$ cat src/rtl/multiplier_result_port_pkg.sv
// Shared accelerator constants for the multiplier result port.
// The write-side decoder of the multiplier uses the same word offsets.
package multiplier_result_port_pkg;

   localparam logic ADDR_LOW  = 1'b0;
   localparam logic ADDR_HIGH = 1'b1;

endpackage

$ cat src/rtl/multiplier_result_port_delay_line.sv
// Fixed-length shift register.
// A value presented on i_data appears on o_data exactly DEPTH cycles later.
module Delay_Line #(
   parameter int WIDTH = 1,
   parameter int DEPTH = 8
) (
   input  logic             clock,
   input  logic             reset,
   input  logic [WIDTH-1:0] i_data,
   output logic [WIDTH-1:0] o_data
);

   logic [DEPTH-1:0][WIDTH-1:0] r_stages;

   always_ff @(posedge clock or posedge reset) begin
      if (reset) begin
         r_stages <= '0;
      end else begin
         r_stages <= {r_stages[DEPTH-2:0], i_data};
      end
   end

   assign o_data = r_stages[DEPTH-1];

endmodule

$ cat src/rtl/multiplier_result_port.sv
// Per-thread result buffer for a round-robin multithreaded multiplier.
// It captures pipeline results into per-thread slots and serves reads with an empty/retry flag.
module multiplier_result_port
   import multiplier_result_port_pkg::*;
#(
   parameter int WORD_WIDTH   = 36,
   parameter int THREAD_COUNT = 8,
   parameter int PIPE_DEPTH   = 8
) (
   input  logic                  clock,
   input  logic                  reset,
   input  logic                  issue,
   input  logic [WORD_WIDTH-1:0] R_low,
   input  logic [WORD_WIDTH-1:0] R_high,
   input  logic                  read_enable,
   input  logic                  read_addr,
   output logic [WORD_WIDTH-1:0] read_data,
   output logic                  read_empty,
   output logic                  overrun
);

   localparam int TW = $clog2(THREAD_COUNT);
   localparam logic [TW-1:0] LAST_THREAD = TW'(THREAD_COUNT - 1);

   logic [TW-1:0]           r_thread;
   logic [THREAD_COUNT-1:0] r_full;
   logic [WORD_WIDTH-1:0]   r_slotLow  [THREAD_COUNT];
   logic [WORD_WIDTH-1:0]   r_slotHigh [THREAD_COUNT];

   logic                  w_capture;
   logic                  w_slotFull;
   logic                  w_consume;
   logic [WORD_WIDTH-1:0] w_selWord;

   // Because the delay equals the thread count, the delayed issue lands back on the issuing thread.
   Delay_Line #(
      .WIDTH(1),
      .DEPTH(PIPE_DEPTH)
   ) u_issueDelay (
      .clock (clock),
      .reset (reset),
      .i_data(issue),
      .o_data(w_capture)
   );

   assign w_slotFull = r_full[r_thread];
   assign w_consume  = read_enable && (read_addr == ADDR_HIGH) && w_slotFull;
   assign w_selWord  = (read_addr == ADDR_LOW) ? r_slotLow[r_thread] : r_slotHigh[r_thread];

   always_ff @(posedge clock or posedge reset) begin
      if (reset) begin
         r_thread <= '0;
      end else if (r_thread == LAST_THREAD) begin
         r_thread <= '0;
      end else begin
         r_thread <= r_thread + 1'b1;
      end
   end

   // Slot contents carry no reset; the full bits alone decide whether a slot is valid.
   always_ff @(posedge clock) begin
      if (w_capture) begin
         r_slotLow[r_thread]  <= R_low;
         r_slotHigh[r_thread] <= R_high;
      end
   end

   // A capture takes priority over a high-word consume, so a slot refilled in the same cycle stays full.
   always_ff @(posedge clock or posedge reset) begin
      if (reset) begin
         r_full     <= '0;
         read_data  <= '0;
         read_empty <= 1'b0;
         overrun    <= 1'b0;
      end else begin
         overrun <= w_capture && w_slotFull;
         if (w_capture) begin
            r_full[r_thread] <= 1'b1;
         end else if (w_consume) begin
            r_full[r_thread] <= 1'b0;
         end
         if (read_enable) begin
            read_data  <= w_slotFull ? w_selWord : '0;
            read_empty <= !w_slotFull;
         end else begin
            read_empty <= 1'b0;
         end
      end
   end

endmodule

$ cat config.mk
export PLATFORM = sky130hd
export DESIGN_NAME = multiplier_result_port
export DESIGN_NICKNAME = d
export VERILOG_FILES = /design/src/rtl/multiplier_result_port_pkg.sv /design/src/rtl/multiplier_result_port_delay_line.sv /design/src/rtl/multiplier_result_port.sv
export SDC_FILE = /design/constraint.sdc
export NUM_CORES = 1
export LEC_CHECK = 0
export CAP_MARGIN = 20
export CORE_MARGIN = 1.5
export CORE_UTILIZATION = 45
export CTS_BUF_LIST = sky130_fd_sc_hd__clkbuf_8 sky130_fd_sc_hd__clkbuf_16
export CTS_CLUSTER_DIAMETER = 150
export CTS_CLUSTER_SIZE = 24
export DETAILED_ROUTE_END_ITERATION = 8
export GPL_ROUTABILITY_DRIVEN = 0
export MAX_ROUTING_LAYER = met4
export PLACE_DENSITY = 0.73
export SYNTH_ARGS = -nofsm -noshare
export SYNTH_HDL_FRONTEND = slang
export SYNTH_SLANG_ARGS = --single-unit
$ cat constraint.sdc
create_clock -name clock -period 4.3 [get_ports clock]
set_clock_uncertainty 0.1 [all_clocks]
set_input_delay 0.645 -clock clock [delete_from_list [all_inputs] [get_ports clock]]
set_output_delay 0.645 -clock clock [all_outputs]
set_load 0.02 [all_outputs]
==> results.txt <==
outcome - finished clean
Clock Latency Late Sink - 0.60 ns
syn_area_per_cell - 17.44 um2
antenna viol nets, final - 0
number of remaining DRC errors - 0
FP Rows - 85
all-layer global routing usage - 21.30%
CTS resizes - 0
Clock transition at path regs - 0.10 ns
count of final hold-check violations - 0
r2r endpoint - read_data[3]
register bit total from synthesis - 633
Worst Max-Slew Pin Slew - 1.022 ns
NetSw - 2.134 mW
slack of the worst reg-to-reg path - 0.95 ns
Port Buffer Count - 114
relative slew slack - 30.11%
H-tree levels - 1
drt total wl - 58.25 mm
post-DR vias/cell - 6.031
fmax - 0.2988 GHz
post-synth net total - 1,476
worst setup path end - read_data[3]
share of the yosys chip area belonging to registers - 76.83%
first-pass GRT wire length - 86.85 mm
initial core utilization - 45.37%
combinational power share - 4.2%
period utilization - 77.84%
CTS Root Cell - clkbuf_16
IO Pins - 115
Distinct cells, synth - 52
HPWL Detailed - 35.02 mm
total power - 10.42 mW
aggregate global routing overflow - 0
Area Overhead vs Synth - 12.18%
slowest cell on the critical path - dfrtp_4
# setup viols final - 0
worst hold path class - reg -> reg
largest net degree at the start of global routing - 64
TritonCTS clock tree - built
Nets - 1,584
vias in the first global route - 13.59k
Slew Limit Fails - 0
arrival time at the worst endpoint - 3.71 ns
cell count after synthesis - 1,397
Die Footprint - 55,560 um2
RSZ-0062 raised after global routing - false
clock power share - 30.1%
core area - 53,710 um2
Max FO, Critical Path - 63
CP Class - reg -> reg
yosys warns - 0
Crit. End Element - flip-flop
CTS Sinks - 633
post-synthesis async set-or-reset flop share - 9.005%
drt first pass iters - 5
startpoint types - flip-flop
Die Ht - 235.7 um
drt initial violations - 1,504
crit path launch - r_thread[1]
post-synth top area cell - edfxtp_1
# fillers - 4,236
final std cells w/o fill - 2,226
share of the synthesized area in the top cell type - 70.98%
post-CTS setup buffer count - 0
worst ir drop on vdd - 303.8 uV
RR Startpoint - r_thread[1]
reg2reg path depth - 6
WP data required - 4.66 ns
P_int - 8.287 mW
Synth area leaders - edfxtp_1 71%, dfrtp_1 5.9%, mux2i_1 4.7%, mux2_2 2.3%, mux4_2 1.5%
Bufs on Longest Clock Path - 3
Post-synth EDFFs - 576
DR WL/cell - 26.17 um
setup TNS - 0 ns
number of max-cap violations - 0
Crit path largest cell delay - 1.06 ns
Placed Cells - 2,169
crit path cell chain - buf_4 -> mux2_2 -> a22oi_1 -> nor2_1 -> a2111oi_0 -> o41ai_1
TritonCTS Buffers - 30
layout cell share with drive strength beyond 1 - 11.38%
ys flop type - edfxtp_1
DR vias - 13.43k
Leakage - 8.913 nW
pwr dens - 381.2 nW/um2
sequential power share - 65.7%
initial antenna violation count - 1
min Tclk post-route - 3.347 ns
Cell Area, Synth - 24,370 um2
Die X-Extent - 235.7 um
switching share of power - 20.48%
hold_buf cts - 0
==> placed cells by master (no fill, tap or decap), drive strengths merged, types with 5 or more instances in the layout <==
| master | synthesis | layout |
|---|---|---|
| a2111oi | 7 | 7 |
| a211o | 5 | 5 |
| a211oi | 21 | 21 |
| a21oi | 65 | 65 |
| a221o | 12 | 12 |
| a221oi | 33 | 33 |
| a22o | 11 | 11 |
| a22oi | 33 | 33 |
| a31oi | 5 | 5 |
| a32o | 9 | 9 |
| and2 | 9 | 9 |
| and3 | 6 | 6 |
| buf | 47 | 55 |
| clkbuf | 45 | 31 |
| clkdlybuf4s50 | 0 | 113 |
| dfrtp | 57 | 57 |
| edfxtp | 576 | 576 |
| inv | 26 | 51 |
| mux2 | 54 | 54 |
| mux2i | 115 | 115 |
| mux4 | 18 | 18 |
| nand2 | 36 | 36 |
| nand2b | 11 | 11 |
| nand3 | 13 | 13 |
| nor2 | 21 | 21 |
| nor2b | 9 | 9 |
| nor3 | 14 | 14 |
| o21ai | 74 | 74 |
| o221ai | 5 | 5 |
| o22ai | 9 | 9 |
| o31ai | 5 | 5 |
| o32ai | 21 | 21 |
==> layout make-up <==
| class | count | area, um2 | area share [%] |
|---|---|---|---|
| Multi-Input combinational cell | 645 | 5144 | 18.81 |
| Sequential cell | 633 | 18730 | 68.53 |
| Antenna cell | 1 | 2.502 | 0.009153 |
| Inverter | 27 | 101.3 | 0.3707 |
| Clock inverter | 25 | 106.4 | 0.3890 |
| Timing Repair Buffer | 168 | 1604 | 5.867 |
| Clock buffer | 31 | 775.7 | 2.838 |
| Tap cell | 696 | 870.8 | 3.185 |
==> Yosys cell counts (3+ instances only) <==
master,instances
a2111oi_0,7
a211o_1,5
a211oi_1,21
a21oi_1,65
a221o_1,12
a221oi_1,33
a22o_1,11
a22oi_1,33
a31oi_1,5
a32o_1,9
and2_1,9
and3_1,6
buf_1,4
buf_2,26
buf_4,17
clkbuf_1,45
dfrtp_1,57
edfxtp_1,576
inv_1,24
mux2_1,4
mux2_2,50
mux2i_1,114
mux4_2,16
nand2_1,36
nand2b_1,11
nand3_1,13
nor2_1,20
nor2b_1,9
nor3_1,14
o211ai_1,3
o21ai_0,69
o21ai_1,5
o221ai_1,5
o22ai_1,9
o2bb2ai_1,4
o31ai_1,5
o32ai_1,21
o41ai_1,3
==> state kept, by name, summed over array words and instances (netlist names), named ones only <==
| signal | cells |
|---|---|
| r_slotLow | 288 |
| overrun | 1 |
| r_slotHigh | 288 |
| r_thread | 3 |
| u_issueDelay.o_data | 1 |
| read_data | 36 |
| read_empty | 1 |
| u_issueDelay.r_stages | 7 |
==> power groups by stage <==
| stage | logic (mW) | clock network [mW] | registers (mW) |
|---|---|---|---|
| 6_report | 0.439 | 3.14 | 6.85 |
| 2_1_floorplan | 0.112 | 0 | 7.00 |
| 3_3_place_gp | 0.428 | 0 | 6.98 |
| 4_1_cts | 0.440 | 3.18 | 6.85 |
| 3_5_place_dp | 0.438 | 0 | 6.99 |
| 5_1_grt | 0.465 | 3.39 | 6.85 |
==> critical path: cells and delay by family (launching register included) <==
kind	cells	cell delay (ns)
multiplexers	1	0.39
flip-flops	1	1.06
AO/OA/AOI/OAI	3	1.05
buffers and inverters	1	0.55
AND/OR/NAND/NOR	1	0.05
==> cell families (layout without fill, tap and decap cells) <==
logic type,count (synthesis),count (layout),synth area share [%]
flip-flops,633,633,76.83
AO/OA/AOI/OAI,331,331,9.401
multiplexers,187,187,8.928
AND/OR/NAND/NOR,125,125,2.511
buffers and inverters,119,251,2.228
adder cells (fa/ha/maj),2,2,0.1027
other,0,1,0
==> per-stage QoR <==
stage	area (um2)	setup WS, ns	hold slack [ns]	util [%]
finish	27340	0.9527	0.2493	50.90
floorplan	24370	0.5928	0.2312	-
global route	27340	0.7853	0.2612	50.90
CTS	27340	0.8769	0.2534	50.90
global placement	26450	0.9854	0.2335	49.26
detailed placement	26450	0.9058	0.2347	49.26
==> layer usage <==
layer  part of all wire, %  track usage, %  routed length, um  vias to the layer above
li1                      -               -                  -                     5819
met1                    41           28.27              23670                     6933
met2                    50           34.80              29040                      579
met3                   7.1           2.697               4163                       94
met4                   2.4           5.943               1378                        0
met5                     0               -                  0                        -
==> worst min-delay path by stage <==
stage	startpoint	endpoint	slack [ns]	depth (start not counted)
after global placement	u_issueDelay.r_stages[0]	u_issueDelay.r_stages[1]	0.23	0
after global routing	u_issueDelay.r_stages[4]	u_issueDelay.r_stages[5]	0.26	0
after CTS	u_issueDelay.r_stages[4]	u_issueDelay.r_stages[5]	0.25	0
after detailed placement	u_issueDelay.r_stages[1]	u_issueDelay.r_stages[2]	0.23	0
after floorplan	u_issueDelay.r_stages[6]	u_issueDelay.o_data	0.23	0
final	u_issueDelay.r_stages[4]	u_issueDelay.r_stages[5]	0.25	0
Power figures use the tool's default switching activity.
